<file path="src/rtl/blockram_fifo_ctrl_pkg.sv">
// Shared constants and helpers for the blockram FIFO controller and its output buffer.
package blockram_fifo_ctrl_pkg;

    localparam int BYTE_LEN_IN_BITS = 8;

    // RAM address width for a power-of-2 FIFO depth; the pointers carry one extra wrap bit.
    function automatic int fifo_ptr_width(input int depth);
        return $clog2(depth);
    endfunction

endpackage

</file>
<file path="src/rtl/blockram_fifo_ctrl_output_buf.sv">
// Two-entry output buffer that hides the blockram read latency; entry 0 is the FIFO head.
module fifo_output_skid_buffer
    import blockram_fifo_ctrl_pkg::*;
#(
    parameter int DATA_WIDTH = 64
) (
    input  logic                  clk_in,
    input  logic                  reset_in,
    input  logic                  cap_valid_in,
    input  logic [DATA_WIDTH-1:0] cap_data_in,
    input  logic                  deq_ready_in,
    output logic                  deq_valid_out,
    output logic [DATA_WIDTH-1:0] deq_data_out,
    output logic                  deq_fire_out,
    output logic [1:0]            ob_cnt_out
);

    logic [DATA_WIDTH-1:0] r_ob0;
    logic [DATA_WIDTH-1:0] r_ob1;
    logic [1:0]            r_ob_cnt;
    logic [1:0]            w_base;
    logic                  w_deq_fire;

    assign deq_valid_out = (r_ob_cnt != 2'd0);
    assign deq_data_out  = r_ob0;
    assign w_deq_fire    = deq_valid_out & deq_ready_in;
    assign deq_fire_out  = w_deq_fire;
    assign ob_cnt_out    = r_ob_cnt;

    // Slot the captured word lands in once this cycle's dequeue shift is applied.
    assign w_base = r_ob_cnt - {1'b0, w_deq_fire};

    always_ff @(posedge clk_in or posedge reset_in) begin
        if (reset_in) begin
            r_ob0    <= '0;
            r_ob1    <= '0;
            r_ob_cnt <= 2'd0;
        end else begin
            if (w_deq_fire) begin
                r_ob0 <= r_ob1;
            end
            // Later assignment wins, so a capture into slot 0 overrides the shift.
            if (cap_valid_in) begin
                if (w_base == 2'd0) begin
                    r_ob0 <= cap_data_in;
                end else begin
                    r_ob1 <= cap_data_in;
                end
            end
            r_ob_cnt <= w_base + {1'b0, cap_valid_in};
        end
    end

endmodule

</file>
<file path="src/rtl/blockram_fifo_ctrl.sv">
// FIFO controller owning the pointers of a dual-port read-first blockram (1-cycle read
// latency) with a 2-entry output buffer; capacity is DEPTH + 2 words.
module blockram_fifo_ctrl
    import blockram_fifo_ctrl_pkg::*;
#(
    parameter int DATA_WIDTH     = 64,
    parameter int DEPTH          = 64,
    parameter int PTR_WIDTH      = fifo_ptr_width(DEPTH),
    parameter int WRITE_MASK_LEN = DATA_WIDTH / BYTE_LEN_IN_BITS
) (
    input  logic                      clk_in,
    input  logic                      reset_in,
    input  logic                      enq_valid_in,
    input  logic [DATA_WIDTH-1:0]     enq_data_in,
    output logic                      enq_ready_out,
    output logic                      deq_valid_out,
    output logic [DATA_WIDTH-1:0]     deq_data_out,
    input  logic                      deq_ready_in,
    output logic                      ram_write_access_en_out,
    output logic [WRITE_MASK_LEN-1:0] ram_write_en_out,
    output logic [PTR_WIDTH-1:0]      ram_write_set_addr_out,
    output logic [DATA_WIDTH-1:0]     ram_write_data_out,
    output logic                      ram_read_access_en_out,
    output logic [PTR_WIDTH-1:0]      ram_read_set_addr_out,
    input  logic [DATA_WIDTH-1:0]     ram_read_data_in,
    output logic [PTR_WIDTH+1:0]      count_out
);

    localparam logic [PTR_WIDTH:0] DEPTH_CNT = (PTR_WIDTH + 1)'(DEPTH);

    logic [PTR_WIDTH:0]   r_wr_ptr;
    logic [PTR_WIDTH:0]   r_rd_ptr;
    logic                 r_rd_pending;
    logic [PTR_WIDTH+1:0] r_count;

    logic [PTR_WIDTH:0]   w_ram_cnt;
    logic                 w_ram_full;
    logic                 w_ram_empty;
    logic                 w_enq_fire;
    logic                 w_deq_fire;
    logic                 w_rd_issue;
    logic [1:0]           w_ob_cnt;
    logic [2:0]           w_ob_demand;
    logic [PTR_WIDTH+1:0] w_count_next;

    assign w_ram_cnt   = r_wr_ptr - r_rd_ptr;
    assign w_ram_full  = (w_ram_cnt == DEPTH_CNT);
    assign w_ram_empty = (r_wr_ptr == r_rd_ptr);

    assign enq_ready_out = !w_ram_full;
    assign w_enq_fire    = enq_valid_in & !w_ram_full;

    // Issue a read only if the buffer can still hold it after this cycle's dequeue.
    assign w_ob_demand = {1'b0, w_ob_cnt} + {2'b00, r_rd_pending} - {2'b00, w_deq_fire};
    assign w_rd_issue  = !w_ram_empty && (w_ob_demand < 3'd2);

    assign ram_write_access_en_out = w_enq_fire;
    assign ram_write_en_out        = {WRITE_MASK_LEN{w_enq_fire}};
    assign ram_write_set_addr_out  = r_wr_ptr[PTR_WIDTH-1:0];
    assign ram_write_data_out      = w_enq_fire ? enq_data_in : '0;
    assign ram_read_access_en_out  = w_rd_issue;
    assign ram_read_set_addr_out   = r_rd_ptr[PTR_WIDTH-1:0];

    // Total occupancy (RAM + in-flight read + buffer) tracks every accepted word until it leaves.
    assign w_count_next = r_count + (PTR_WIDTH + 2)'(w_enq_fire) - (PTR_WIDTH + 2)'(w_deq_fire);
    assign count_out    = r_count;

    always_ff @(posedge clk_in or posedge reset_in) begin
        if (reset_in) begin
            r_wr_ptr     <= '0;
            r_rd_ptr     <= '0;
            r_rd_pending <= 1'b0;
            r_count      <= '0;
        end else begin
            if (w_enq_fire) begin
                r_wr_ptr <= r_wr_ptr + 1'b1;
            end
            if (w_rd_issue) begin
                r_rd_ptr <= r_rd_ptr + 1'b1;
            end
            r_rd_pending <= w_rd_issue;
            r_count      <= w_count_next;
        end
    end

    fifo_output_skid_buffer #(
        .DATA_WIDTH(DATA_WIDTH)
    ) u_ob (
        .clk_in       (clk_in),
        .reset_in     (reset_in),
        .cap_valid_in (r_rd_pending),
        .cap_data_in  (ram_read_data_in),
        .deq_ready_in (deq_ready_in),
        .deq_valid_out(deq_valid_out),
        .deq_data_out (deq_data_out),
        .deq_fire_out (w_deq_fire),
        .ob_cnt_out   (w_ob_cnt)
    );

endmodule

</file>
<file path="config.mk">
export PLATFORM = sky130hd
export DESIGN_NAME = blockram_fifo_ctrl
export DESIGN_NICKNAME = d
export VERILOG_FILES = /design/src/rtl/blockram_fifo_ctrl_pkg.sv /design/src/rtl/blockram_fifo_ctrl_output_buf.sv /design/src/rtl/blockram_fifo_ctrl.sv
export SDC_FILE = /design/constraint.sdc
export NUM_CORES = 1
export LEC_CHECK = 0
export CORE_MARGIN = 2
export CORE_UTILIZATION = 38
export DETAILED_ROUTE_END_ITERATION = 8
export PLACE_DENSITY = 0.82
export SYNTH_ARGS = -nofsm -noshare
export SYNTH_HDL_FRONTEND = slang
export SYNTH_SLANG_ARGS = --single-unit
</file>
<file path="constraint.sdc">
create_clock -name clk_in -period 4.2 [get_ports clk_in]
set_clock_uncertainty 0.05 [all_clocks]
set_input_delay 0.42 -clock clk_in [delete_from_list [all_inputs] [get_ports clk_in]]
set_output_delay 0.42 -clock clk_in [all_outputs]
set_load 0.01 [all_outputs]
</file>
### Word-level counts from Yosys, hierarchy flattened

Cells that the tools add are included.

| word-level totals | value |
|---|---|
| bits in registers | 153 |
| bits of input ports | 132 |
| output and inout bits | 160 |
| logic and storage cells | 32 |

| operators by class | value |
|---|---|
| add/sub/neg operators | 9 |
| order comparisons | 1 |
| eq/ne operators | 2 |
| mux-type cells | 4 |
| bitwise gates (word level) | 3 |
| reduce and logical (&&, ||, !) cells | 6 |

Operators with widths:

| cell | number |
|---|---|
| $mux 64 | 4 |
| $add 7x1->7 const B | 2 |
| $add 8x1->8 | 1 |
| $sub 8x1->8 | 1 |
| $eq 7x7->1 | 1 |
| $eq 7x7->1 const B | 1 |
| $sub 7x7->7 | 1 |
| $add 2x1->3 | 1 |
| $lt 3x2->1 const B | 1 |
| $sub 3x1->3 | 1 |
| $add 2x1->2 | 1 |
| $and 1x1->1 | 2 |
| $logic_not 1->1 | 2 |
| $logic_not 2->1 | 1 |
| $reduce_and 2->1 | 1 |
| $reduce_bool 2->1 | 1 |
| $sub 2x1->2 | 1 |
| $logic_and 1x1->1 | 1 |
| $not 1->1 | 1 |

### Depth between registers and ports, before layout

Gate-level depths: netlist of run 1.

| depth | value |
|---|---|
| word-level depth | 6 |
| depth in mapped cells | 17 |
| depth with buffers taken out | 15 |

### Hierarchy

A second synthesis of run 1 with hierarchy kept.

| second synthesis, totals | value |
|---|---|
| cells, all modules | 669 |
| area, all modules | 7617.3 µm² |

By module, submodules not included:

| module | times used | cells each | area each (µm²) | sequential area each (µm²) |
|---|---|---|---|---|
| fifo_output_skid_buffer | 1 | 441 | 5581.6 | 3253.1 |
| blockram_fifo_ctrl | 1 | 228 | 2035.7 | 575.6 |

### Least setup slack after synthesis of run 1

Ideal clock, no wire load.

| timing path | value |
|---|---|
| kind | register -> register |
| start point | register u_ob.r_ob_cnt[1], in the netlist u_ob.ob_cnt_out[1] |
| end point | register r_rd_ptr[6] |
| arrival time | 3118 ps |
| data required time | 4027 ps |
| slack | 910 ps |
| cell stages (with the launch flop) | 16 |
| clock period less this slack | 3290 ps |
| cell sequence | dfrtp_1 > inv_1 > nand2_1 > nand2_1 > buf_2 > buf_2 > inv_1 > ha_1 > inv_1 > nand2_1 > fa_1 > xnor2_1 > o311a_1 > nand4_1 > or3_1 > xnor2_1 |

| on the way | value |
|---|---|
| cells in the longest elaborated chain, start to end | 5 |
| elaborated cells between the ends (all ways) | 6 |
| classes of those cells | add/sub: 2; order compare: 1; bitwise: 1; reduce/logical: 2 |

RTL lines:

| item | RTL line | RTL |
|---|---|---|
| from (decl) | blockram_fifo_ctrl_output_buf.sv:20 | `logic [1:0] r_ob_cnt;` |
| from (signal assigned) | blockram_fifo_ctrl_output_buf.sv:50 | `r_ob_cnt <= w_base + {1'b0, cap_valid_in};` |
| $reduce_bool 2->1 | blockram_fifo_ctrl_output_buf.sv:24 | `assign deq_valid_out = (r_ob_cnt != 2'd0);` |
| net deq_valid_out | blockram_fifo_ctrl.sv:16 | `output logic deq_valid_out,` |
| $and 1x1->1 | blockram_fifo_ctrl_output_buf.sv:26 | `assign w_deq_fire = deq_valid_out & deq_ready_in;` |
| $sub 3x1->3 | blockram_fifo_ctrl.sv:54 | `assign w_ob_demand = {1'b0, w_ob_cnt} + {2'b00, r_rd_pending} - {2'b00, w_deq_fire};` |
| $lt 3x2->1 | blockram_fifo_ctrl.sv:55 | `assign w_rd_issue = !w_ram_empty && (w_ob_demand < 3'd2);` |
| $logic_and 1x1->1 | blockram_fifo_ctrl.sv:55 |  |
| net ram_read_access_en_out | blockram_fifo_ctrl.sv:23 | `output logic ram_read_access_en_out,` |
| to (signal assigned) | blockram_fifo_ctrl.sv:79 | `r_rd_ptr <= r_rd_ptr + 1'b1;` |
| to (decl) | blockram_fifo_ctrl.sv:32 | `logic [PTR_WIDTH:0] r_rd_ptr;` |

The timed path passes the listed nets, and every way through them passes these cells.
A chain may end at the register's enable or synchronous reset.

### Final worst setup path of run 1

| timing path | value |
|---|---|
| start point | register r_wr_ptr[3] |
| end point | output ram_write_data_out[51] |

| on the way | value |
|---|---|
| cells in the longest elaborated chain, start to end | 5 |

RTL lines:

| item | RTL line | RTL |
|---|---|---|
| from (decl) | blockram_fifo_ctrl.sv:31 | `logic [PTR_WIDTH:0] r_wr_ptr;` |
| from (signal assigned) | blockram_fifo_ctrl.sv:76 | `r_wr_ptr <= r_wr_ptr + 1'b1;` |
| $sub 7x7->7 | blockram_fifo_ctrl.sv:46 | `assign w_ram_cnt = r_wr_ptr - r_rd_ptr;` |
| $eq 7x7->1 | blockram_fifo_ctrl.sv:47 | `assign w_ram_full = (w_ram_cnt == DEPTH_CNT);` |
| $logic_not 1->1 | blockram_fifo_ctrl.sv:51 | `assign w_enq_fire = enq_valid_in & !w_ram_full;` |
| $and 1x1->1 | blockram_fifo_ctrl.sv:51 |  |
| $mux 64 | blockram_fifo_ctrl.sv:60 | `assign ram_write_data_out = w_enq_fire ? enq_data_in : '0;` |
| to (decl) | blockram_fifo_ctrl.sv:22 | `output logic [DATA_WIDTH-1:0] ram_write_data_out,` |

Every way passes these cells.

==> summary.md, run 1 <==
| Metric | Value |
|---|---|
| Area fraction in compound gates after synthesis | 6.77% |
| Final core utilization | 57.6% |
| Wire length per cell after detailed routing | 15.8 µm |
| Number of antenna cells inserted | 0 |
| Count of unique library cells instantiated by Yosys | 34 |
| Leftover overflow at the end of global routing | 0 |
| Max capacitance violation total | 0 |
| Setup_tns | 0 ps |
| Iter 0 DRT Violations | 215 |
| Capture instance of the worst register-to-register path | count_out[7]$_DFF_PP0_ |
| Combinational family with the most area after synthesis | multiplexers |
| CP most frequent cell | sky130_fd_sc_hd__a21o_1 |
| Reg-to-reg slack, setup | 580 ps |
| Share of final-layout standard cells stronger than drive strength 1 | 12.1% |
| Maximum clock rate | 259 MHz |
| Min Clock Period, post-route | 3860 ps |
| Number of H-tree levels | 4 |
| Die outline width | 144 µm |
| Final Hold Viols | 0 |
| Via count of the routed design | 5603 |
| Register area share after synthesis | 51.8% |
| Most numerous cell types in the synthesized netlist | 153 x sky130_fd_sc_hd__dfrtp_1, 75 x sky130_fd_sc_hd__nand2_1, 69 x sky130_fd_sc_hd__o21ai_0 |
| Cell area after technology mapping | 7400 µm² |
| Required time at the worst-slack endpoint | 3730 ps |
| Die outline area | 20600 µm² |
| Top flip-flop cell by instance count after synthesis | sky130_fd_sc_hd__dfrtp_1 |
| Count of fill cells added during filler insertion | 1635 |
| Worst-Skew Late Latency | 420 ps |
| Leakage power | 4.77 nW |
| Part of the total power dissipated in combinational logic | 48.3% |
| Number of storage elements in the synthesis netlist | 153 |
| Crit end category | output port |
| Total chip power | 8.37 mW |
| Unrepaired setup endpoints after global routing | false |
| Number of post-CTS setup repair buffers | 0 |
| Syn Area/Cell | 11.3 µm² |
| Number of buffers and inverters on the critical path | 2 |
| Via density per instance | 4.68 |
| I/O pin cnt | 292 |
| Clock Pin Slew Worst Setup and Hold Paths | 60 ps |
| Inserted Clock Buffers | 17 |
| Sw Pwr | 2.92 mW |
| Worst-case clock buffer depth | 2 |
| Sinks on the clock net | 153 |
| Clock power share | 19.0% |
| Vias in the first global route | 5563 |
| Top cell type's share of synthesized area | 51.8% |
| Global-route total usage across every layer | 18.3% |
| Number of enable-type register cells in the synthesized netlist | 0 |
| Count of nets left with antenna violations after detail routing | 0 |
| Cell with the biggest individual delay on the critical path | sky130_fd_sc_hd__clkdlybuf4s50_1 |
| Max FO, Critical Path | 28 |
| Top cell family by delay on the critical path | compound AO/OA/AOI/OAI gates |
| Port Buffer Count | 291 |
| Cell type with the highest aggregate area in the netlist | sky130_fd_sc_hd__dfrtp_1 |
| Worst vdd rail ir drop | 0.000336 V |
| Number of antenna violations at the first check in global routing | 0 |
| Largest net degree at the start of global routing | 129 |
| Portion of total power attributed to sequential cells | 32.6% |
| Placeable core region | 19300 µm² |
| Chain of cells forming the critical path | ha_1, nand4_1, a21o_1, a21o_1, a41oi_4, buf_4, and2_1, clkdlybuf4s50_1 |
| Root Buffer | sky130_fd_sc_hd__clkbuf_16 |
| Startpoint Class | register |
| Delay of the slowest cell on the worst path | 540 ps |
| Multiplexer share of the synthesized area | 18.6% |
| Yosys warning count | 0 |
| Post-Syn Nets | 807 |
| Fraction of the mapped netlist area in adder cells | 3.76% |
| CTS Hold Buffers Added | 0 |
| Run status | finished, final reports clean |
| Internal Dissipation | 5.44 mW |
| Die Height | 144 µm |
| Starting density of the core | 38.4% |
| Switching share of power | 34.9% |
| Proportion of register bits with asynchronous set or reset after synthesis | 100% |
| Power per cell area | 753 nW/µm² |
| Number of standard-cell rows in the floorplan | 51 |
| Simple-gate share of the synthesized area | 11.0% |
| Worst rel slew slack | 38.3% |
| Top-count cell post-synth | sky130_fd_sc_hd__dfrtp_1 |
| Half-perimeter wire length after placement | 13400 µm |
| Clock tree from TritonCTS | yes |
| Hold Crit Class | primary input to asynchronous set/reset pin |
| Final period utilization | 91.9% |
| Drt drc | 0 |
| Nets | 1073 |
| Worst slew pin tran | 926 ps |
| Area growth from synthesis to layout | 50.2% |
| Wire length of the first global-routing pass | 29500 µm |
| Number of max-slew violations in the final report | 0 |
| Length in cells of the worst reg-to-reg path | 11 |
| Wire length after detailed routing | 18900 µm |
| Xor and xnor fraction of the mapped netlist area | 2.72% |
| Setup-violating endpoint count in the final report | 0 |
| Worst EP arrival | 3390 ps |
| Crit path kind | register to output port |
| Routability-driven placement congestion ratio | 0.830 |
| Count of mapped cells out of synthesis | 654 |
| Worst setup path startpoint | r_wr_ptr[3]$_DFFE_PP0N_ |
| Startpoint of the worst register-to-register path | r_wr_ptr[4]$_DFFE_PP0N_ |
| Ranking of synthesized cells by area | sky130_fd_sc_hd__dfrtp_1 52%, sky130_fd_sc_hd__mux2_2 9.9%, sky130_fd_sc_hd__mux2i_1 8.7%, sky130_fd_sc_hd__and2_1 5.4%, sky130_fd_sc_hd__o21ai_0 4.7% |
| DRT Pass-1 Iters | 4 |
-- stage by stage --
stage | hold slack, ps | std cells | instance area, µm² | setup slack (ps)
floorplan | 414 | 654 | 7400 | 910
global placement | 431 | 1165 | 10500 | 702
detailed placement | 436 | 1165 | 10500 | 590
CTS | 197 | 1197 | 11100 | 113
global route | 212 | 1198 | 11100 | 68.9
finish | 211 | 1198 | 11100 | 341
-- placed cells by master, fill, tap and decap left out, types with 2 or more instances in the layout --
cell / n
sky130_fd_sc_hd__fa_1: 2
sky130_fd_sc_hd__dfrtp_1: 153
sky130_fd_sc_hd__nor3_1: 2
sky130_fd_sc_hd__o21ai_0: 69
sky130_fd_sc_hd__bufinv_16: 3
sky130_fd_sc_hd__nand2b_1: 2
sky130_fd_sc_hd__clkbuf_8: 2
sky130_fd_sc_hd__a21oi_1: 6
sky130_fd_sc_hd__inv_6: 2
sky130_fd_sc_hd__ha_1: 19
sky130_fd_sc_hd__clkinv_2: 2
sky130_fd_sc_hd__clkinvlp_4: 3
sky130_fd_sc_hd__clkinv_4: 4
sky130_fd_sc_hd__buf_12: 3
sky130_fd_sc_hd__nand2_1: 74
sky130_fd_sc_hd__nand4_1: 7
sky130_fd_sc_hd__a21o_1: 5
sky130_fd_sc_hd__clkbuf_16: 17
sky130_fd_sc_hd__xnor2_1: 19
sky130_fd_sc_hd__buf_4: 6
sky130_fd_sc_hd__nor2_1: 5
sky130_fd_sc_hd__inv_1: 25
sky130_fd_sc_hd__clkdlybuf4s50_1: 291
sky130_fd_sc_hd__mux2i_1: 64
sky130_fd_sc_hd__and2_1: 64
sky130_fd_sc_hd__mux2_2: 65
sky130_fd_sc_hd__xor2_1: 4
-- registers in the layout (all words and copies together) (netlist names) --
name	flops
r_rd_pending	1
u_ob.deq_data_out	64
u_ob.r_ob1	64
r_rd_ptr	7
count_out	8
u_ob.ob_cnt_out	2
r_wr_ptr	7
-- power groups by stage --
stage / clock [mW] / sequential (mW) / combinational, mW
after floorplan: 0 / 2.82 / 2.29
after global placement: 0 / 2.70 / 3.95
after detailed placement: 0 / 2.75 / 4.05
after CTS: 1.63 / 2.73 / 4.08
after global routing: 1.70 / 2.83 / 4.46
final: 1.59 / 2.73 / 4.04
-- logic make-up (layout without fill, tap and decap cells) --
kind of cell | Yosys count | in the layout
compound gates | 86 | 87
xor+xnor | 23 | 23
flops | 153 | 153
buf+inv | 80 | 358
mux | 129 | 129
fa+ha+maj | 21 | 21
simple gates | 162 | 162
-- worst max path at each step --
stage | endpoint | depth (start not counted)
floorplan | r_rd_ptr[6]$_DFFE_PP0P_ | 15
global placement | ram_read_access_en_out | 10
detailed placement | ram_write_data_out[51] | 8
CTS | ram_write_data_out[51] | 8
global route | ram_write_data_out[28] | 9
finish | ram_write_data_out[51] | 8
-- area by class of cell --
cell class | count | area, µm² | area share, %
Clock inverter | 13 | 168 | 1.51
Timing Repair Buffer | 300 | 3020 | 27.2
Multi-Input combinational cell | 422 | 3210 | 28.9
Tap cell | 265 | 332 | 2.99
Sequential cell | 153 | 3830 | 34.5
Inverter | 26 | 101 | 0.912
Clock buffer | 19 | 453 | 4.08
-- repair_timing --
action	CTS	global route
resized for setup	0	0
endpoints found under the hold margin	0	0
endpoints found under the setup margin	0	41
-- per-layer routing --
metal | GRT usage (%) | vias up | routed length (µm)
li1 | - | 2732 | -
met1 | 24.9 | 2704 | 8500
met2 | 28.9 | 148 | 9050
met3 | 4.73 | 19 | 1080
met4 | 5.42 | 0 | 267
met5 | 0 | - | 0
(Power assumes the default switching activity.)
==> inputs of run 2 (changes only) <==
CORE_MARGIN = unset   (was 2)
==> summary.md, run 2 (synthesis gave the netlist of run 1 again) <==
| Metric | Value |
|---|---|
| DP Cell Count | 1161 (-0.34%) |
| Cell with the biggest individual delay on the critical path | sky130_fd_sc_hd__clkdlybuf4s50_1 |
| Sinks on the clock net | 153 (unchanged) |
| Worst-case setup margin in the final layout | 243 ps (-97.7 ps) |
| I/O pin cnt | 292 (unchanged) |
| Capture instance of the worst register-to-register path | count_out[6]$_DFF_PP0_ |
| Via count of the routed design | 5603 (unchanged) |
| Worst rel slew slack | 49.0% (+11 points) |
| Routability-driven placement congestion ratio | 0.812 (-2.2%) |
| Nets | 1073 (unchanged) |
| CTS Hold Buffers Added | 0 (unchanged) |
| Die Height | 142 µm (-1.4%) |
| Multi-input gate area in the final layout | 3190 µm² (-0.51%) |
| Setup-violating endpoint count in the final report | 0 (unchanged) |
| Startpoint Class | register |
| Share of final-layout standard cells stronger than drive strength 1 | 12.0% (-0.11 points) |
| Run status | finished, final reports clean |
| Max FO, Critical Path | 80 (+190%) |
| Unrepaired setup endpoints after global routing | false |
| Port Buffer Count | 291 (unchanged) |
| Area growth from synthesis to layout | 50.7% |
| Vias in the first global route | 5693 (+2.3%) |
| DRT Pass-1 Iters | 6 (+2) |
| Length in cells of the worst reg-to-reg path | 15 (+4) |
| Chain of cells forming the critical path | inv_1, ha_1, nand4_1, a21o_1, a21o_1, a41oi_4, buf_4, and2_1, clkdlybuf4s50_1 |
| Final core utilization | 59.0% (+1.3 points) |
| Number of H-tree levels | 4 (unchanged) |
| Max capacitance violation total | 0 (unchanged) |
| Wire length after detailed routing | 18500 µm (-2.1%) |
| Worst setup path startpoint | r_rd_ptr[2]$_DFFE_PP0P_ |
| Sw Pwr | 2.91 mW (-0.49%) |
| Final period utilization | 94.2% (+2.3 points) |
| Via density per instance | 4.70 (+0.42%) |
| Number of max-slew violations in the final report | 0 (unchanged) |
| Worst-case clock buffer depth | 2 (unchanged) |
| Crit path kind | register to output port |
| Leftover overflow at the end of global routing | 0 (unchanged) |
| Wire length per cell after detailed routing | 15.5 µm (-1.6%) |
| Placeable core region | 18900 µm² (-2.0%) |
| Worst vdd rail ir drop | 0.000365 V (+8.4%) |
| Part of the total power dissipated in combinational logic | 47.2% (-1.1 points) |
| Crit end category | output port |
| Reg-to-reg slack, setup | 1030 ps (+450 ps) |
| Maximum clock rate | 253 MHz (-2.5%) |
| Worst slew pin tran | 763 ps (-163 ps) |
| Clock tree from TritonCTS | yes |
| Count of nets left with antenna violations after detail routing | 0 (unchanged) |
| Worst EP arrival | 3490 ps (+100 ps) |
| Clock Pin Slew Worst Setup and Hold Paths | 70 ps (about the same) |
| Iter 0 DRT Violations | 216 (+0.47%) |
| Final Hold Viols | 0 (unchanged) |
| Number of antenna violations at the first check in global routing | 0 (unchanged) |
| Setup_tns | 0 ps (unchanged) |
| CP most frequent cell | sky130_fd_sc_hd__a21o_1 |
| Internal Dissipation | 5.59 mW (+2.7%) |
| Register cell area after layout | 3830 µm² (unchanged) |
| Count of non-filler cells in the finished layout | 1193 (-0.42%) |
| Number of post-CTS setup repair buffers | 0 (unchanged) |
| Min Clock Period, post-route | 3960 ps (+97.7 ps) |
| Pre-CTS setup slack | 659 ps (+69.0 ps) |
| Root Buffer | sky130_fd_sc_hd__clkbuf_16 |
| Die outline area | 20000 µm² (-2.8%) |
| Worst-Skew Late Latency | 420 ps (about the same) |
| Count of fill cells added during filler insertion | 1577 (-3.5%) |
| Leakage power | 4.80 nW (+0.64%) |
| Delay of the slowest cell on the worst path | 560 ps (+20 ps) |
| Number of antenna cells inserted | 0 (unchanged) |
| Number of standard-cell rows in the floorplan | 50 (-2.0%) |
| Required time at the worst-slack endpoint | 3730 ps (about the same) |
| Most common cell after layout, fill and taps aside | sky130_fd_sc_hd__clkdlybuf4s50_1 |
| Wire length of the first global-routing pass | 29400 µm (-0.33%) |
| Largest net degree at the start of global routing | 117 (-9.3%) |
| Power per cell area | 763 nW/µm² (+1.2%) |
| Drt drc | 0 (unchanged) |
| Die outline width | 142 µm (-1.4%) |
| Cells resized by post-CTS repair | 0 (unchanged) |
| Inserted Clock Buffers | 17 (unchanged) |
| Commonest cells after routing, fill and taps aside | 291 x sky130_fd_sc_hd__clkdlybuf4s50_1, 153 x sky130_fd_sc_hd__dfrtp_1, 74 x sky130_fd_sc_hd__nand2_1 |
| Portion of total power attributed to sequential cells | 32.1% (-0.5 points) |
| Global-route total usage across every layer | 18.9% (+0.60 points) |
| Clock power share | 20.7% (+1.7 points) |
| Hold Crit Class | primary input to asynchronous set/reset pin |
| Half-perimeter wire length after placement | 13300 µm (-0.75%) |
| Starting density of the core | 39.1% (+0.77 points) |
| Switching share of power | 34.2% (-0.71 points) |
| Startpoint of the worst register-to-register path | r_rd_ptr[2]$_DFFE_PP0P_ |
==> run 2: worst max path at each step <==
stage                                    to  depth (start not counted)
floorplan           r_rd_ptr[6]$_DFFE_PP0P_                         15
global placement     ram_read_access_en_out                         10
detailed placement   ram_read_access_en_out                         10
CTS                  ram_write_data_out[29]                          9
global route         ram_write_data_out[53]                          9
finish               ram_write_data_out[29]                          9
==> run 2: cell type report <==
class / count / share of cell area (%)
inverter: 26 / 0.910
tap: 260 / 2.92
timing repair buffer: 301 / 27.0
clock inverter: 13 / 2.16
clock buffer: 19 / 3.98
multi-input combinational: 421 / 28.6
sequential: 153 / 34.4
==> run 2: power groups by stage <==
stage / Sequential [mW] / Combinational, mW / Clock [mW]
finish: 2.73 / 4.01 / 1.76
CTS: 2.74 / 4.06 / 1.80
floorplan: 2.82 / 2.29 / 0
detailed placement: 2.75 / 4.03 / 0
global placement: 2.72 / 3.90 / 0
global route: 2.83 / 4.38 / 1.86
==> run 2: layer usage <==
layer	wire (µm)	vias up	part of all wire (%)	global-route usage [%]
met2	9200	154	50	31.7
li1	-	2728	-	-
met5	0	-	0	0
met1	8070	2703	44	23.9
met3	1010	18	5.4	4.89
met4	245	0	1.3	5.94
==> run 2: stage by stage <==
step / instance area, µm² / hold WS [ps] / power (mW)
after global placement: 10500 / 429 / 6.62
final: 11100 / 427 / 8.50
after detailed placement: 10500 / 441 / 6.78
after floorplan: 7400 / 414 / 5.11
after CTS: 11100 / 437 / 8.59
after global routing: 11100 / 460 / 9.07
==> run 2: critical path, delay by kind of cell (launching register included) <==
kind / cells / cell delay, ps
fa+ha+maj: 1 / 360
buf+inv: 3 / 1170
simple gates: 2 / 380
compound gates: 3 / 670
flops: 1 / 460
==> inputs of run 3 (changes only) <==
SYNTH_HIERARCHICAL = 1   (was unset)
==> summary.md, run 3 <==
| Metric | Value |
|---|---|
| Required time at the worst-slack endpoint | 3730 ps (about the same) |
| Setup_tns | 0 ps (unchanged) |
| Wire length after detailed routing | 21800 µm (+18%) |
| Portion of total power attributed to sequential cells | 30.9% (-1.2 points) |
| Cell type with the highest aggregate area in the netlist | sky130_fd_sc_hd__dfrtp_1 |
| Die outline area | 20600 µm² (+2.9%) |
| Number of storage elements in the synthesis netlist | 153 (unchanged) |
| Power per cell area | 794 nW/µm² (+4.1%) |
| Number of H-tree levels | 4 (unchanged) |
| Clock tree from TritonCTS | yes |
| Routability-driven placement congestion ratio | 0.855 (+5.3%) |
| Clock Pin Slew Worst Setup and Hold Paths | 70 ps (about the same) |
| Sinks on the clock net | 153 (unchanged) |
| Inserted Clock Buffers | 17 (unchanged) |
| Crit path kind | register to output port |
| Unrepaired setup endpoints after global routing | false |
| Reg-to-reg slack, setup | 480 ps (-550 ps) |
| Top-count cell post-synth | sky130_fd_sc_hd__dfrtp_1 |
| Root Buffer | sky130_fd_sc_hd__clkbuf_16 |
| Nets | 1075 (+0.19%) |
| Share of final-layout standard cells stronger than drive strength 1 | 12.1% (+0.081 points) |
| DP Cell Count | 1168 (+0.60%) |
| Proportion of register bits with asynchronous set or reset after synthesis | 100% (unchanged) |
| Path length in cells of the critical path | 9 (unchanged) |
| Number of post-CTS setup repair buffers | 0 (unchanged) |
| Placeable core region | 19500 µm² (+3.4%) |
| Worst EP arrival | 3380 ps (-110 ps) |
| Internal Dissipation | 5.71 mW (+2.1%) |
| Final period utilization | 91.7% (-2.5 points) |
| Max FO, Critical Path | 38 (-53%) |
| Hold-critical path depth | 1 |
| Chain of cells forming the critical path | inv_1, ha_1, nand4_1, a21o_1, a21o_1, a41oi_4, buf_4, and2_1, clkdlybuf4s50_1 |
| Max capacitance violation total | 0 (unchanged) |
| Top cell type's share of synthesized area | 50.3% (-1.5 points) |
| Number of antenna cells inserted | 0 (unchanged) |
| Cell area after technology mapping | 7620 µm² (+3.0%) |
| Ranking of synthesized cells by area | sky130_fd_sc_hd__dfrtp_1 50%, sky130_fd_sc_hd__mux2_2 8.9%, sky130_fd_sc_hd__a2bb2oi_1 7.4%, sky130_fd_sc_hd__a22oi_1 6.3%, sky130_fd_sc_hd__and2_1 5.3% |
| Via density per instance | 5.21 (+11%) |
| Switching share of power | 36.1% (+1.9 points) |
| Half-perimeter wire length after placement | 15000 µm (+13%) |
| Drt drc | 0 (unchanged) |
| Yosys warning count | 6 (+6) |
| Run status | finished, final reports clean |
| Worst rel slew slack | 37.5% (-11 points) |
| Iter 0 DRT Violations | 401 (+86%) |
| Worst-case clock buffer depth | 2 (unchanged) |
| Count of fill cells added during filler insertion | 1639 (+3.9%) |
| Maximum clock rate | 260 MHz (+2.7%) |
| Setup-violating endpoint count in the final report | 0 (unchanged) |
| Crit end category | output port |
| Final Hold Viols | 0 (unchanged) |
| Clock power share | 18.9% (-1.8 points) |
| Largest net degree at the start of global routing | 94 (-20%) |
| Syn Area/Cell | 11.4 µm² (+0.69%) |
| Min Clock Period, post-route | 3850 ps (-106 ps) |
| Part of the total power dissipated in combinational logic | 50.2% (+3.0 points) |
| Area growth from synthesis to layout | 47.7% |
| Number of standard-cell rows in the floorplan | 51 (+2.0%) |
| Hold Crit Class | register to register |
| Via count of the routed design | 6252 (+12%) |
| Number of buffers and inverters on the critical path | 3 (unchanged) |
| Count of non-filler cells in the finished layout | 1200 (+0.59%) |
| CP most frequent cell | sky130_fd_sc_hd__a21o_1 |
| Register area share after synthesis | 50.3% (-1.5 points) |
| Worst slew pin tran | 936 ps (+173 ps) |
| Worst-Skew Late Latency | 420 ps (about the same) |
| Cells resized by post-CTS repair | 0 (unchanged) |
| Worst vdd rail ir drop | 0.000394 V (+8.0%) |
| Die outline width | 144 µm (+1.5%) |
| Sw Pwr | 3.22 mW (+11%) |
| Leftover overflow at the end of global routing | 0 (unchanged) |
| Wire length per cell after detailed routing | 18.2 µm (+17%) |
| Most common cell after layout, fill and taps aside | sky130_fd_sc_hd__clkdlybuf4s50_1 |
| Starting density of the core | 39.0% (-0.14 points) |
| Count of nets left with antenna violations after detail routing | 0 (unchanged) |
| Length in cells of the worst reg-to-reg path | 12 (-3) |
| Count of mapped cells out of synthesis | 669 (+2.3%) |
| CTS Hold Buffers Added | 0 (unchanged) |
| I/O pin cnt | 292 (unchanged) |
| Top flip-flop cell by instance count after synthesis | sky130_fd_sc_hd__dfrtp_1 |
| Die Height | 144 µm (+1.5%) |
| Startpoint Class | register |
| Most numerous cell types in the synthesized netlist | 153 x sky130_fd_sc_hd__dfrtp_1, 73 x sky130_fd_sc_hd__nand2_1, 64 x sky130_fd_sc_hd__a22oi_1, 64 x sky130_fd_sc_hd__a2bb2oi_1, 64 x sky130_fd_sc_hd__and2_1 |
| Number of max-slew violations in the final report | 0 (unchanged) |
| DRT Pass-1 Iters | 4 (-2) |
| Wire length of the first global-routing pass | 33200 µm (+13%) |
| Port Buffer Count | 291 (unchanged) |
| Leakage power | 4.80 nW (about the same) |
| Vias in the first global route | 6424 (+13%) |
| Number of antenna violations at the first check in global routing | 0 (unchanged) |
| Post-Syn Nets | 821 (+1.7%) |
| Number of enable-type register cells in the synthesized netlist | 0 (unchanged) |
| Top cell family by delay on the critical path | buffers and inverters |
| Count of unique library cells instantiated by Yosys | 38 (+12%) |
| Commonest cells after routing, fill and taps aside | 291 x sky130_fd_sc_hd__clkdlybuf4s50_1, 153 x sky130_fd_sc_hd__dfrtp_1, 72 x sky130_fd_sc_hd__nand2_1 |
| Delay of the slowest cell on the worst path | 550 ps (about the same) |
| Global-route total usage across every layer | 21.2% (+2.3 points) |
| Cell with the biggest individual delay on the critical path | sky130_fd_sc_hd__clkdlybuf4s50_1 |
-- run 3: changes by cell type after synthesis, sizes merged, moves of 2 or more --
cell / delta
buf: +20
o21bai: +2
a22oi: +64
nand2: -2
nand4: +3
o21ai: -64
a2bb2oi: +64
clkbuf: -6
mux2i: -64
-- run 3: cell type report --
type / instances / area (µm²) / share of cell area, %
multi-input combinational: 424 / 3320 / 29.5
timing repair buffer: 302 / 3020 / 26.8
clock buffer: 18 / 439 / 3.90
sequential: 153 / 3830 / 34.0
inverter: 25 / 98.8 / 0.879
clock inverter: 13 / 215 / 1.91
tap: 265 / 332 / 2.95
-- run 3: logic make-up (layout without fill, tap and decap cells) --
logic type | count (synthesis) | count (layout) | synth area share [%]
flops | 153 | 153 | 50.3
fa+ha+maj | 20 | 20 | 3.48
compound gates | 154 | 155 | 16.6
mux | 65 | 65 | 9.61
simple gates | 161 | 161 | 10.7
buf+inv | 93 | 358 | 6.72
xor+xnor | 23 | 23 | 2.64
-- run 3: through the flow --
| step | area, µm² | utilization (%) | power [mW] | worst slack (ps) | hold WS [ps] |
|---|---|---|---|---|---|
| floorplan | 7620 | - | 5.50 | 261 | 372 |
| global placement | 10600 | 54.2 | 7.07 | 660 | 424 |
| detailed placement | 10600 | 54.2 | 7.25 | 546 | 434 |
| CTS | 11200 | 57.5 | 8.98 | 85.4 | 449 |
| global route | 11300 | 57.6 | 9.53 | 98.7 | 460 |
| finish | 11300 | 57.6 | 8.93 | 349 | 446 |
-- run 3: power by group through the flow --
stage	clock network, mW	registers [mW]	logic [mW]
after floorplan	0	2.84	2.66
after global placement	0	2.73	4.35
after detailed placement	0	2.78	4.47
after CTS	1.72	2.76	4.49
after global routing	1.78	2.85	4.90
final	1.69	2.76	4.48
-- run 3: final timing paths --
path                                                        end                     from
worst max register to register           count_out[6]$_DFF_PP0_  r_rd_ptr[2]$_DFFE_PP0P_
worst max-delay path                     ram_write_data_out[42]  r_rd_ptr[2]$_DFFE_PP0P_
worst min register to register          r_rd_ptr[6]$_DFFE_PP0P_  r_rd_ptr[6]$_DFFE_PP0P_
max in group asynchronous       u_ob/deq_data_out[29]$_DFF_PP0_                 reset_in
worst min-delay path                    r_rd_ptr[6]$_DFFE_PP0P_  r_rd_ptr[6]$_DFFE_PP0P_
min in group asynchronous       u_ob/deq_data_out[51]$_DFF_PP0_                 reset_in
-- run 3: metal layers --
| metal | vias up | track usage (%) | share of wire (%) | routed length [µm] |
|---|---|---|---|---|
| met5 | - | 0 | 0 | 0 |
| met4 | 0 | 7.84 | 2.4 | 521 |
| met3 | 31 | 5.96 | 6.9 | 1500 |
| met2 | 251 | 39.2 | 53 | 11500 |
| met1 | 3097 | 22.8 | 38 | 8270 |
| li1 | 2873 | - | - | - |
